===== config.mk =====
export PLATFORM = sky130hd
export DESIGN_NAME = cplx_delay_line
export DESIGN_NICKNAME = d
export VERILOG_FILES = /design/src/rtl/fft_pkg.sv /design/src/rtl/cdl_fill_counter.sv /design/src/rtl/cplx_delay_line.sv
export SDC_FILE = /design/constraint.sdc
export NUM_CORES = 1
export LEC_CHECK = 0
export ABC_CLOCK_PERIOD_IN_PS = 3200
export BUFFER_PORTS_ARGS = -buffer_cell sky130_fd_sc_hd__buf_2
export CORE_MARGIN = 2
export CORE_UTILIZATION = 35
export CTS_CLUSTER_SIZE = 30
export DETAILED_ROUTE_END_ITERATION = 8
export PLACE_DENSITY_LB_ADDON = 0.1
export SYNTH_ARGS = -nofsm -noshare
export SYNTH_HDL_FRONTEND = slang
export SYNTH_SLANG_ARGS = --single-unit

===== constraint.sdc =====
create_clock -name clk -period 3.2 [get_ports clk]
set_input_delay 0.64 -clock clk [delete_from_list [all_inputs] [get_ports clk]]
set_output_delay 0.64 -clock clk [all_outputs]
set_load 0.05 [all_outputs]

===== src/rtl/fft_pkg.sv =====
// Shared FFT datapath definitions: default component width, per-stage
// delay-line depths and the packed complex sample type.
package fft_pkg;

  localparam int FFT_DW = 10;

  // Delay-feedback stage depths, first stage to last. The final stage would
  // need depth 1 but the delay line requires at least 2 entries.
  localparam int FFT_DEPTH_S0 = 32;
  localparam int FFT_DEPTH_S1 = 16;
  localparam int FFT_DEPTH_S2 = 8;
  localparam int FFT_DEPTH_S3 = 4;
  localparam int FFT_DEPTH_S4 = 2;
  localparam int FFT_DEPTH_S5 = 2;

  typedef struct packed {
    logic [FFT_DW-1:0] re;
    logic [FFT_DW-1:0] im;
  } cplx_t;

endpackage


===== src/rtl/cdl_fill_counter.sv =====
// Fill tracking for cplx_delay_line: saturating count of shifts since the
// last reset/clear, and the per-tap validity and full flags derived from it.
module cdl_fill_counter
  import fft_pkg::*;
#(
  parameter int DEPTH = 8,
  parameter int AW    = $clog2(DEPTH)
) (
  input  logic          clk,
  input  logic          rst_n,
  input  logic          clr,
  input  logic          inc,
  input  logic [AW-1:0] tap_sel,
  output logic          tap_vld,
  output logic          full
);

  localparam logic [AW:0] DEPTH_C = (AW+1)'(DEPTH);
  localparam logic [AW:0] ONE_C   = (AW+1)'(1);

  logic [AW:0] fcnt_q;
  logic [AW:0] fcnt_d;
  logic [AW:0] vld_thresh;

  // Next count: clear wins, otherwise count shifts and hold at DEPTH.
  always_comb begin
    fcnt_d = fcnt_q;
    if (clr) begin
      fcnt_d = '0;
    end else if (inc && (fcnt_q != DEPTH_C)) begin
      fcnt_d = fcnt_q + ONE_C;
    end
  end

  // Fill count register.
  always_ff @(posedge clk or negedge rst_n) begin
    if (!rst_n) begin
      fcnt_q <= '0;
    end else begin
      fcnt_q <= fcnt_d;
    end
  end

  // Tap k holds a real sample once DEPTH-k shifts have landed.
  always_comb begin
    vld_thresh = DEPTH_C - {1'b0, tap_sel};
    tap_vld    = (fcnt_q >= vld_thresh);
    full       = (fcnt_q == DEPTH_C);
  end

endmodule


===== src/rtl/cplx_delay_line.sv =====
// Complex-sample delay line for the delay-feedback FFT stages. Entry 0 is
// the oldest sample, entry DEPTH-1 the newest. fb_mode recirculates the
// selected tap back into the head of the line (tap 0 gives a pure rotation).
// Build option: define CDL_OUTREG_EN to register dout_re/dout_im/tap_vld/full
// (one extra cycle of latency, for timing closure at large DEPTH).
module cplx_delay_line
  import fft_pkg::*;
#(
  parameter int DW    = FFT_DW,
  parameter int DEPTH = 8,
  parameter int AW    = $clog2(DEPTH)
) (
  input  logic          clk,
  input  logic          rst_n,
  input  logic          clr,
  input  logic          shift_en,
  input  logic          fb_mode,
  input  logic [DW-1:0] din_re,
  input  logic [DW-1:0] din_im,
  input  logic [AW-1:0] tap_sel,
  output logic [DW-1:0] dout_re,
  output logic [DW-1:0] dout_im,
  output logic          tap_vld,
  output logic          full
);

  logic [DW-1:0] re_q [DEPTH];
  logic [DW-1:0] re_d [DEPTH];
  logic [DW-1:0] im_q [DEPTH];
  logic [DW-1:0] im_d [DEPTH];

  logic [DW-1:0] rd_re;
  logic [DW-1:0] rd_im;
  logic [DW-1:0] wr_re;
  logic [DW-1:0] wr_im;
  logic          fill_vld;
  logic          fill_full;

  // Read mux: plain index into the stored entries, no dependence on shift.
  always_comb begin
    rd_re = re_q[tap_sel];
    rd_im = im_q[tap_sel];
  end

  // Head-of-line write value: new input or the pre-shift selected tap.
  always_comb begin
    wr_re = fb_mode ? rd_re : din_re;
    wr_im = fb_mode ? rd_im : din_im;
  end

  // Next entries: clear beats shift; shift moves everything one toward 0.
  always_comb begin
    re_d = re_q;
    im_d = im_q;
    if (clr) begin
      for (int k = 0; k < DEPTH; k++) begin
        re_d[k] = '0;
        im_d[k] = '0;
      end
    end else if (shift_en) begin
      for (int k = 0; k < DEPTH-1; k++) begin
        re_d[k] = re_q[k+1];
        im_d[k] = im_q[k+1];
      end
      re_d[DEPTH-1] = wr_re;
      im_d[DEPTH-1] = wr_im;
    end
  end

  // Entry storage.
  always_ff @(posedge clk or negedge rst_n) begin
    if (!rst_n) begin
      for (int k = 0; k < DEPTH; k++) begin
        re_q[k] <= '0;
        im_q[k] <= '0;
      end
    end else begin
      re_q <= re_d;
      im_q <= im_d;
    end
  end

  cdl_fill_counter #(
    .DEPTH (DEPTH),
    .AW    (AW)
  ) u_fill (
    .clk     (clk),
    .rst_n   (rst_n),
    .clr     (clr),
    .inc     (shift_en),
    .tap_sel (tap_sel),
    .tap_vld (fill_vld),
    .full    (fill_full)
  );

`ifdef CDL_OUTREG_EN
  logic [DW-1:0] dout_re_q;
  logic [DW-1:0] dout_re_d;
  logic [DW-1:0] dout_im_q;
  logic [DW-1:0] dout_im_d;
  logic          tap_vld_q;
  logic          tap_vld_d;
  logic          full_q;
  logic          full_d;

  // Output stage captures this cycle's read; clr empties it with the line.
  always_comb begin
    dout_re_d = rd_re;
    dout_im_d = rd_im;
    tap_vld_d = fill_vld;
    full_d    = fill_full;
    if (clr) begin
      dout_re_d = '0;
      dout_im_d = '0;
      tap_vld_d = 1'b0;
      full_d    = 1'b0;
    end
  end

  // Output register.
  always_ff @(posedge clk or negedge rst_n) begin
    if (!rst_n) begin
      dout_re_q <= '0;
      dout_im_q <= '0;
      tap_vld_q <= 1'b0;
      full_q    <= 1'b0;
    end else begin
      dout_re_q <= dout_re_d;
      dout_im_q <= dout_im_d;
      tap_vld_q <= tap_vld_d;
      full_q    <= full_d;
    end
  end

  assign dout_re = dout_re_q;
  assign dout_im = dout_im_q;
  assign tap_vld = tap_vld_q;
  assign full    = full_q;
`else
  assign dout_re = rd_re;
  assign dout_im = rd_im;
  assign tap_vld = fill_vld;
  assign full    = fill_full;
`endif

endmodule


==> impl.org, run 1 <==
** Outcome
- The run finished with clean final reports.

** CTS
- Worst-path clk slew :: 60 ps
- Total number of H-tree levels :: 4
- Post-CTS repair changed the size of 0 cells.
- CTS tree :: built
- Number of buffers inserted for hold repair after clock tree synthesis :: 0
- In this run the clock root is driven by a sky130_fd_sc_hd__clkbuf_16.
- Clk sink count :: 164
- Clock buffers created by TritonCTS :: 17
- The clock passes through at most 2 buffers.
- The number of setup buffers added after CTS is 0.
- The later pin in the worst-skew pair is clocked with a latency of 430 ps.

** Timing
- Count of pins over their slew limit :: 0
- Final hold slack :: 218 ps
- Setup total negative slack on the finished layout was measured at 0 ps.
- Max Fclk :: 346 MHz
- After layout, the worst path uses 90.3% of the clock period.
- Setup violations remaining at the end of the flow were counted as 0.
- The count of final hold-check violations was 0.
- Setup clock skew after layout :: 9.50 ps
- Setup repair after global routing missed its margin :: no
- Clock period minus final worst setup slack :: 2890 ps
- Measured against its own limit, the worst slew margin works out to 43.3%.
- For the pin with the worst max-slew slack, the measured transition is 850 ps.

** Die
- I/O pins :: 50
- Area enclosed by the die boundary :: 25400 µm²
- Die height :: 160 µm
- Row Count :: 56
- In this run the standard cell core region covers 23600 µm².
- The floorplan step set the die width to 160 µm.
- The initial utilization of the core area, before any placement, comes to 35.8%.

** Logic synthesis
- In the synthesized netlist, the cells that appear most often are sky130_fd_sc_hd__mux2i_1, sky130_fd_sc_hd__dfrtp_1, sky130_fd_sc_hd__nor2_1.
- The synthesized netlist contains 32 unique library cells.
- Area share of the leading cell type in the synthesized netlist :: 48.5%
- After synthesis the cells add up to 8460 µm².
- In the synthesized netlist the async set-or-reset flop fraction comes to 100%.
- The share of the Yosys chip area taken by registers is 48.5%.
- For this run, the leading register cell type out of synthesis is sky130_fd_sc_hd__dfrtp_1.
- Cell type with the largest total area after synthesis :: sky130_fd_sc_hd__dfrtp_1
- Mean instance size in the synthesized netlist :: 11.3 µm²
- Synthesized instance count :: 749
- Seq cells post-synth :: 164
- Top-count cell post-synth :: sky130_fd_sc_hd__mux2i_1
- Count of yosys warnings during synthesis :: 0
- Yosys mapped a number of flops with a built-in enable equal to 0.
- When the netlist entered floorplanning its net count stood at 784.
- In the post-synthesis netlist, the biggest area contributors are sky130_fd_sc_hd__dfrtp_1, sky130_fd_sc_hd__mux2i_1, sky130_fd_sc_hd__nor2_1.

** Worst setup path
- Critical Path Max Stage Delay :: 280 ps
- Along the worst path, the maximum fanout reaches 13.
- Highest-delay cell along the critical path :: sky130_fd_sc_hd__ha_1
- Crit start category :: input pin
- By instance count, the cell type seen most on the critical path is sky130_fd_sc_hd__a21o_1.
- STA classifies the critical path endpoint as an output pin.
- For the worst setup path, the data arrival time is 2250 ps.
- CP Data Required Time :: 2560 ps
- Critical path start-end classification :: in -> out
- Cells along the critical path :: buf_4 > inv_1 > ha_1 > inv_1 > ha_1 > a21o_1 > a21o_1 > a21o_1 > buf_2

** Global route
- Number of antenna violations at the first check in global routing :: 0
- Via count of the first global-routing pass :: 5789
- Grt total ovfl :: 0
- The first global-routing pass estimated 31800 µm of wire.
- Maximum number of pins on one net before global-route repair :: 94
- Overall global routing resource usage :: 15.6%

** Finish
- The number of antenna diodes in the final layout is 0.
- Layout cell share with drive strength beyond 1 :: 18.6%
- Fin nets :: 815
- Post-synthesis to final-layout area growth :: 15.4%
- After the flow finishes, the layout carries non-filler instances totaling 1111.

** Routing
- The first detailed-routing pass took 4 iterations.
- The routed layout has 5720 vias.
- Routed Wire Length :: 19300 µm
- After detailed routing, the number of vias per cell comes to 5.15.
- Number of DRC violations after detailed routing :: 0
- After detailed routing, the average wire length per cell comes to 17.4 µm.
- Number of nets with antenna violations after routing :: 0
- Number of DRC markers in iteration 0 :: 323

** Pwr
- Cell Pwr Density :: 494 nW/µm²
- The clock network burns 45.6% of the power.
- In this run, flip-flops and latches consume 43.9% of the power.
- IR drop worst, VDD :: 0.331 mV
- Leakage component of the power :: 4.99 nW
- In this run, the combinational gates consume 10.5% of the power.
- The internal portion of the total power is 3.63 mW.
- Net switching power :: 1.20 mW
- Switching share of power :: 24.8%
- Power comes to 4.83 mW.

** Place
- The congestion estimate from routability-driven global placement came to 0.709.
- Including well taps, the total number of placed cells is 1080.
- Port buffering added 49 buffers.
- HPWL after detailed placement :: 11800 µm

** Min path
- In this run the worst hold path is classified as in -> async.

** Flow run
- Number of maximum-capacitance violations :: 0
==> power groups by stage <==
| stage | Sequential (mW) | Clock (mW) | Combinational [mW] |
|---|---|---|---|
| after global placement | 2.16 | 0 | 0.509 |
| after global routing | 2.12 | 2.36 | 0.550 |
| after CTS | 2.12 | 2.27 | 0.516 |
| after floorplan | 2.15 | 0 | 0.340 |
| after detailed placement | 2.16 | 0 | 0.515 |
| final | 2.12 | 2.20 | 0.506 |
==> path summary, 6_finish.rpt <==
kind / start / end / slack (ps) / depth (start not counted)
min in group clk: clr / u_fill.fcnt_q[0] / 480 / 2
worst max register to register: u_fill.fcnt_q[0] / u_fill.fcnt_q[1] / 1740 / 6
worst min register to register: re_q[70] / re_q[70] / 520 / 2
worst min-delay path: rst_n / re_q[79] / 220 / 1
worst max-delay path: tap_sel[0] / tap_vld / 310 / 9
max in group asynchronous: rst_n / im_q[35] / 2120 / 2
==> registers in the layout, indices dropped and copies added, names as in the netlist <==
register and cells:
im_q 80, u_fill.fcnt_q 4, re_q 80
==> kinds of logic (layout without fill, tap and decap cells) <==
kind of cell / after synthesis / after routing / synth area share, %
AND/OR/NAND/NOR: 198 / 198 / 10.6
multiplexers: 219 / 219 / 27.0
adder cells (fa/ha/maj): 7 / 7 / 1.03
buffers and inverters: 71 / 114 / 4.18
AO/OA/AOI/OAI: 86 / 86 / 8.35
XOR/XNOR: 4 / 4 / 0.414
flip-flops: 164 / 164 / 48.5
==> routing by layer <==
| metal | up-vias | share of wire (%) | track usage [%] |
|---|---|---|---|
| met4 | 0 | 0.89 | 4.17 |
| li1 | 2716 | - | - |
| met1 | 2907 | 50 | 21.8 |
| met5 | - | 0 | 0 |
| met3 | 17 | 2.8 | 3.10 |
| met2 | 80 | 47 | 24.8 |
==> placed cells by master (no fill, tap or decap), types with 2 or more instances in the layout <==
cell type,n
sky130_fd_sc_hd__clkinv_4,2
sky130_fd_sc_hd__mux2_4,11
sky130_fd_sc_hd__bufinv_16,4
sky130_fd_sc_hd__mux2i_1,181
sky130_fd_sc_hd__buf_2,45
sky130_fd_sc_hd__mux2_2,18
sky130_fd_sc_hd__a221o_1,11
sky130_fd_sc_hd__inv_1,6
sky130_fd_sc_hd__buf_4,20
sky130_fd_sc_hd__inv_6,2
sky130_fd_sc_hd__nor2b_1,2
sky130_fd_sc_hd__nand2b_1,23
sky130_fd_sc_hd__a211oi_1,2
sky130_fd_sc_hd__a221oi_2,8
sky130_fd_sc_hd__buf_12,10
sky130_fd_sc_hd__dfrtp_1,164
sky130_fd_sc_hd__clkinvlp_4,2
sky130_fd_sc_hd__nand2_1,4
sky130_fd_sc_hd__a21o_1,3
sky130_fd_sc_hd__nor2_1,145
sky130_fd_sc_hd__clkbuf_8,2
sky130_fd_sc_hd__ha_1,7
sky130_fd_sc_hd__mux2_1,9
sky130_fd_sc_hd__clkbuf_16,17
sky130_fd_sc_hd__a41o_1,20
sky130_fd_sc_hd__o22ai_1,19
sky130_fd_sc_hd__nand3b_1,20
sky130_fd_sc_hd__xor2_1,3
sky130_fd_sc_hd__a21oi_1,20
==> area by class of cell <==
type	count	area, µm²
Fill cell	2273	13800
Multi-Input combinational cell	514	4010
Clock inverter	11	175
Timing Repair Buffer	77	602
Clock buffer	20	457
Tap cell	319	399
Inverter	6	22.5
Sequential cell	164	4100
==> critical path, delay by kind of cell <==
family | cells | cell delay [ps]
buffers and inverters | 4 | 540
adder cells (fa/ha/maj) | 2 | 550
AO/OA/AOI/OAI | 3 | 500
==> per-stage QoR <==
step / util [%] / cell area (µm²) / worst slack [ps]
floorplan: - / 8460 / 228
global placement: 38.7 / 9140 / 325
detailed placement: 38.7 / 9140 / 304
CTS: 41.4 / 9770 / 289
global route: 41.4 / 9770 / 206
finish: 41.4 / 9770 / 309
Power figures use the tool's default switching activity.
==> run 2: changes to the inputs <==
==> constraint.sdc (replaced) <==
create_clock -name clk -period 3.2 [get_ports clk]
set_input_delay 0.32 -clock clk [delete_from_list [all_inputs] [get_ports clk]]
set_output_delay 0.32 -clock clk [all_outputs]
set_load 0.05 [all_outputs]
==> impl.org, run 2 (synthesis results as in run 1) <==
** Worst setup path
- Crit. End Element :: output pin
- The slowest stage of the critical path is the sky130_fd_sc_hd__buf_4 cell.
- CP Buf/Inv Count :: 3 (-1)
- Most repeated library cell on the critical path :: sky130_fd_sc_hd__a21o_1
- Critical Path Max Stage Delay :: 350 ps (+70 ps)
- The data required time of the critical path was 2880 ps (+320 ps).
- By startpoint and endpoint, the worst setup path is classified as in -> out.
- CP top delay family :: buffers and inverters
- Cells along the critical path :: buf_4 > buf_12 > ha_1 > nand2b_1 > a21o_1 > a21o_1 > a21o_1 > buf_2
- Top fanout value on the critical path :: 33 (+20)
- Arrival time at the worst endpoint :: 2150 ps (-100 ps)
- Crit start category :: input pin

** Min path
- The path class of the tightest hold or removal check is in -> async.

** Global route
- The wire length of the first global-routing pass was 32100 µm (+1.0%).
- Grt total ovfl :: 0 (unchanged)
- Via count of the first global-routing pass :: 5854 (+1.1%)
- The global-route usage over all layers came to 15.7% (+0.065 points).
- Maximum number of pins on one net before global-route repair :: 121 (+29%)
- Number of antenna violations at the first check in global routing :: 0 (unchanged)

** Routing
- Number of vias per cell :: 5.15 (about the same)
- The total wire length came to 19200 µm (-0.40%).
- The total via count after detailed routing was 5658 (-1.1%).
- The number of nets still failing antenna checks after routing is 0 (unchanged).
- The DRC violation total after the first TritonRoute iteration was 255 (-21%).
- The total iterations of the first detailed-routing run was 5 (+1).
- The per-cell routed wire length is 17.5 µm (+0.68%).
- The remaining design rule violation count is 0 (unchanged).

** Timing
- The transition time at the pin with the least slew margin is 1060 ps (+210 ps).
- The count of final hold-check violations came to 6 (+6).
- Count of pins over their slew limit :: 0 (unchanged)
- Final hold slack :: -21.4 ps (-239 ps)
- The accumulated negative setup slack came to 0 ps (unchanged).
- Final setup violation count :: 0 (unchanged)
- Max Fclk :: 406 MHz (+17%)
- Clock period minus final worst setup slack :: 2470 ps (-425 ps)
- Setup repair after global routing left no endpoint under its margin.
- Slew margin rel. :: 29.2% (-14 points)
- The largest clock skew in the final design is 8.34 ps (-1.16 ps).
- The part of the cycle the worst path needs is 77.0% (-13 points).

** CTS
- Clk_lat worst skew :: 420 ps (about the same)
- Root cell of the clock tree :: sky130_fd_sc_hd__clkbuf_16
- # resized after CTS :: 0 (unchanged)
- The clock-pin slew on the worst setup and hold paths came to 70 ps (about the same).
- Max Root-Sink Buffers :: 2 (unchanged)
- Clk sink count :: 164 (unchanged)
- The total of hold buffers inserted after clock tree synthesis came to 0 (unchanged).
- Total number of H-tree levels :: 4 (unchanged)
- TritonCTS built the clock tree.
- Clock buffers created by TritonCTS :: 17 (unchanged)
- Setup bufs post-CTS :: 0 (unchanged)

** Die
- The floorplan die area came to 25400 µm² (unchanged).
- The placeable core region was 23600 µm² (unchanged).
- I/O pins :: 50 (unchanged)
- The number of cell rows was 56 (unchanged).
- The chip height was 160 µm (unchanged).
- The starting utilization of the core area was 35.8% (unchanged).
- Die Wd :: 160 µm (unchanged)

** Pwr
- The power density over the cells was 511 nW/µm² (+3.5%).
- The worst supply voltage drop on vdd came to 0.283 mV (-14%).
- The static leakage is 4.93 nW (-1.3%).
- Total power :: 4.94 mW (+2.4%)

** Finish
- # fillers :: 2302 (+1.3%)
- Post-synthesis to final-layout area growth :: 14.2%
- The count of inserted antenna diode cells was 0 (unchanged).
- The final cell count without fillers is 1099 (-1.1%).
- Biggest registers after layout :: im_q: 80 flops, re_q: 80 flops, u_fill.fcnt_q: 4 flops
- Most frequent standard cell in the layout excluding fill and tap cells :: sky130_fd_sc_hd__mux2i_1
- Footprint of the flip-flops and latches :: 4100 µm² (unchanged)
- The footprint of the multi-input gates came to 4010 µm² (unchanged).
- In the layout the commonest cells are sky130_fd_sc_hd__mux2i_1, sky130_fd_sc_hd__dfrtp_1, sky130_fd_sc_hd__nor2_1.
- Layout cell share with drive strength beyond 1 :: 17.3% (-1.3 points)
- Fin nets :: 802 (-1.6%)

** Place
- The routability congestion estimate was 0.715 (+0.96%).
- The quantity of I/O buffers inserted on ports is 49 (unchanged).
- The number of cells after detailed placement came to 1067 (-1.2%).
- HPWL after detailed placement :: 11800 µm (-0.44%)

** Flow run
- The max-cap check violation count was 0 (unchanged).

** Outcome
- Status :: complete, but fails checks
- The final reports fail on hold timing.
==> run 2: area by class of cell <==
class | count | area share (%)
timing repair buffer | 64 | 4.70
tap | 319 | 4.13
multi-input combinational | 514 | 41.5
clock inverter | 13 | 2.38
sequential | 164 | 42.5
inverter | 6 | 0.233
clock buffer | 19 | 4.58
==> run 2: metrics by stage <==
stage	hold WS [ps]	util, %	cell area [µm²]	setup slack, ps
global route	29.4	40.9	9660	662
CTS	11.9	40.9	9660	726
detailed placement	467	38.1	8990	743
finish	-21.4	40.9	9660	735
floorplan	24.4	-	8460	868
global placement	458	38.1	8990	744
==> run 2: power breakdown <==
group,total [mW],internal [mW],switching (mW)
clock network,2.34,1.48,0.851
registers,2.12,2.10,0.0220
logic,0.485,0.167,0.318
==> run 2: final timing paths <==
path                                   from          endpoint  slack (ps)  cells past startpoint
setup / recovery                 tap_sel[0]           tap_vld         730                      8
hold / removal                        rst_n  u_fill.fcnt_q[2]         -20                      1
setup reg to reg           u_fill.fcnt_q[0]  u_fill.fcnt_q[1]        1730                      6
hold reg to reg                    im_q[77]          im_q[77]         520                      2
max in group asynchronous             rst_n          im_q[53]        2380                      2
min in group clk                  din_re[5]           re_q[5]         310                      4
==> run 2: metal layers <==
metal	share of wire [%]	GRT usage (%)
met4	1.4	4.67
met1	51	22.2
met3	2.4	3.07
met2	45	24.3
met5	0	0
==> run 3: changes to the inputs <==
- ABC_CLOCK_PERIOD_IN_PS: 3200 -> 2500
- clock period: 3.2 -> 2.5 ns (I/O delays scaled with it)
==> impl.org, run 3 (synthesis results as in run 1) <==
** Worst setup path
- The peak fanout along the critical path came to 3 (-91%).
- Depth of the most critical reg-to-reg path :: 6 (unchanged)
- Worst setup slack for register-to-register paths :: 990 ps (-740 ps)
- STA classifies the critical path startpoint as a flop.
- Critical path start-end classification :: reg -> out
- Crit. End Element :: output pin
- Critical register-to-register path startpoint :: u_fill.fcnt_q[0]
- The endpoint identified for the worst register-to-register timing path is u_fill.fcnt_q[1].
- The data required time of the critical path came to 2250 ps (-630 ps).
- Arrival time at the worst endpoint :: 2030 ps (-120 ps)

** Routing
- The number of nets still failing antenna checks after routing is 0 (unchanged).
- The DRC violation total after the first TritonRoute iteration was 328 (+29%).
- The via count normalized by instance count came to 5.08 (-1.4%).
- Post-DR wirelength/cell :: 17.5 µm (about the same)
- First-pass DRT Iterations :: 4 (-1)
- Number of DRC violations after detailed routing :: 0 (unchanged)
- The total wire length came to 19500 µm (+1.6%).
- Detailed-route via count :: 5677 (+0.34%)

** Min path
- Worst hold path stage count :: 4
- The min-delay analysis places its worst path in the category in -> reg.
- Sink of the worst hold path :: re_q[7]
- Hold Crit Start :: din_re[7]

** Die
- Area enclosed by the die boundary :: 25400 µm² (unchanged)
- The count of boundary I/O pins is 50 (unchanged).
- The chip height is 160 µm (unchanged).
- Initial Utilization :: 35.8% (unchanged)
- Row Count :: 56 (unchanged)
- The width of the chip was 160 µm (unchanged).
- The placeable core region came to 23600 µm² (unchanged).

** Timing
- Final-layout setup total negative slack :: 0 ps (unchanged)
- For the finished layout, the period the worst path requires is 2280 ps.
- The count of endpoints failing setup in the final report was 0 (unchanged).
- Slew margin rel. :: 46.7% (+17 points)
- The final setup slack of the worst path is 220 ps (-515 ps).
- Portion of the clock cycle consumed by the worst path in the final layout :: 91.2%
- The number of slew-limit violations in the final report came to 0 (unchanged).
- Static timing analysis puts the maximum clock frequency at 439 MHz.
- The count of final hold-check violations was 0 (-6).
- The largest clock skew in the final design was 9.51 ps (+1.17 ps).
- Setup repair after global routing left no endpoint under its margin.
- Worst slew pin tran :: 799 ps (-261 ps)

** Place
- Placer's final routability congestion estimate :: 0.748 (+4.5%)
- The quantity of I/O buffers inserted on ports is 49 (unchanged).
- Cells after DPL :: 1085 (+1.7%)
- The worst slack at placement came to 344 ps (-399 ps).
- HPWL after detailed placement :: 12500 µm (+6.6%)

** Global route
- The wire length of the first global-routing pass was 32300 µm (+0.36%).
- Overall global routing resource usage :: 15.7% (+0.026 points)
- Maximum number of pins on one net before global-route repair :: 83 (-31%)
- The sum of overflow across all layers after global routing came to 0 (unchanged).
- The via count of the first global-routing pass was 6004 (+2.6%).
- The initial antenna violation count came to 0 (unchanged).

** Finish
- In the layout the commonest cells are sky130_fd_sc_hd__mux2i_1, sky130_fd_sc_hd__dfrtp_1, sky130_fd_sc_hd__nor2_1.
- From synthesis to final layout, the design area changed by 15.8%.
- The count of inserted antenna diode cells was 0 (unchanged).
- Layout cell share with drive strength beyond 1 :: 19.1% (+1.8 points)
- # fillers :: 2275 (-1.2%)
- The total number of nets in the final design was 821 (+2.4%).
- Biggest registers after layout :: im_q: 80 flops, re_q: 80 flops, u_fill.fcnt_q: 4 flops
- The final cell count without fillers came to 1118 (+1.7%).
- Most frequent standard cell in the layout excluding fill and tap cells :: sky130_fd_sc_hd__mux2i_1

** CTS
- Clock buffers created by TritonCTS :: 17 (unchanged)
- Root cell of the clock tree :: sky130_fd_sc_hd__clkbuf_16
- The number of clock sinks seen by CTS was 164 (unchanged).
- TritonCTS built the clock tree.
- The CTS H-tree depth is 4 (unchanged).
- Worst-path clk slew :: 70 ps (about the same)
- Clk_lat worst skew :: 410 ps (about the same)
- Max Root-Sink Buffers :: 2 (unchanged)

** Pwr
- The worst supply voltage drop on vdd was 0.429 mV (+51%).
- Net switching power :: 1.52 mW (+28%)
- The switching power as a share of total power was 24.8% (+0.70 points).
- Leakage component of the power :: 5.02 nW (+1.8%)
- The total internal power is 4.62 mW (+23%).
- Portion of total power attributed to the clock network :: 45.1% (-2.2 points)
- Portion of total power attributed to sequential cells :: 44.3% (+1.4 points)
- Cell Pwr Density :: 626 nW/µm² (+22%)
- The combinational cell fraction of total power is 10.6% (+0.8 points).

** Flow run
- Number of maximum-capacitance violations :: 0 (unchanged)

** Outcome
- Status :: complete, no violations
==> run 3: cell count changes in the layout (fill, tap and decap cells not counted), moves of 2 or more <==
cell and delta:
sky130_fd_sc_hd__buf_4 +15, sky130_fd_sc_hd__buf_12 +3, sky130_fd_sc_hd__bufinv_16 -3, sky130_fd_sc_hd__clkbuf_8 +3, sky130_fd_sc_hd__inv_6 +2
==> run 3: how the worst max path moves through the flow <==
stage	start	to
after floorplan	tap_sel[0]	tap_vld
after global placement	tap_sel[2]	tap_vld
after detailed placement	tap_sel[2]	tap_vld
after CTS	u_fill.fcnt_q[0]	tap_vld
after global routing	u_fill.fcnt_q[0]	tap_vld
final	u_fill.fcnt_q[0]	tap_vld
==> run 3: power groups by stage <==
| stage | Sequential (mW) | Clock [mW] | Combinational, mW |
|---|---|---|---|
| 2_1_floorplan | 2.76 | 0 | 0.436 |
| 3_3_place_gp | 2.77 | 0 | 0.650 |
| 3_5_place_dp | 2.77 | 0 | 0.660 |
| 4_1_cts | 2.72 | 2.84 | 0.664 |
| 5_1_grt | 2.72 | 2.96 | 0.707 |
| 6_report | 2.72 | 2.77 | 0.651 |
==> run 3: worst max-delay path, stage by stage (launching register included) <==
cell and delay, ps:
sky130_fd_sc_hd__dfrtp_1 400, sky130_fd_sc_hd__inv_1 130, sky130_fd_sc_hd__ha_1 240, sky130_fd_sc_hd__nand2b_1 140, sky130_fd_sc_hd__a21o_1 180, sky130_fd_sc_hd__a21o_1 170
sky130_fd_sc_hd__a21o_1 170, sky130_fd_sc_hd__buf_2 200
==> run 3: repair_timing <==
action,CTS,global route
endpoints found under the hold margin,46,0
hold buffers,1,0
buffers inserted,0,0
resized for setup,0,0
==> run 3: final cells by class <==
class,count,area [µm²],share of cell area (%)
well taps,319,399,4.07
clock buffers,22,484,4.94
flip-flops and latches,164,4100,41.9
repair buffers,83,637,6.50
clock inverters,10,145,1.48
inverters,6,22.5,0.230
multi-input cells,514,4010,40.9
==> run 3: layer usage <==
layer / share of wire, % / global-route usage, % / up-vias
li1: - / - / 2725
met1: 49 / 21.7 / 2849
met2: 47 / 25.7 / 77
met3: 2.2 / 2.27 / 26
met4: 1.6 / 4.71 / 0
met5: 0 / 0 / -
==> run 3: metrics by stage <==
stage                     power (mW)  area, µm²  util, %  hold slack, ps
after global placement          3.42       9160     38.8             228
after CTS                       6.22       9800     41.5             230
after detailed placement        3.43       9160     38.8             230
final                           6.14       9800     41.5             243
after global routing            6.39       9800     41.5             269
after floorplan                 3.19       8460        -           -45.6
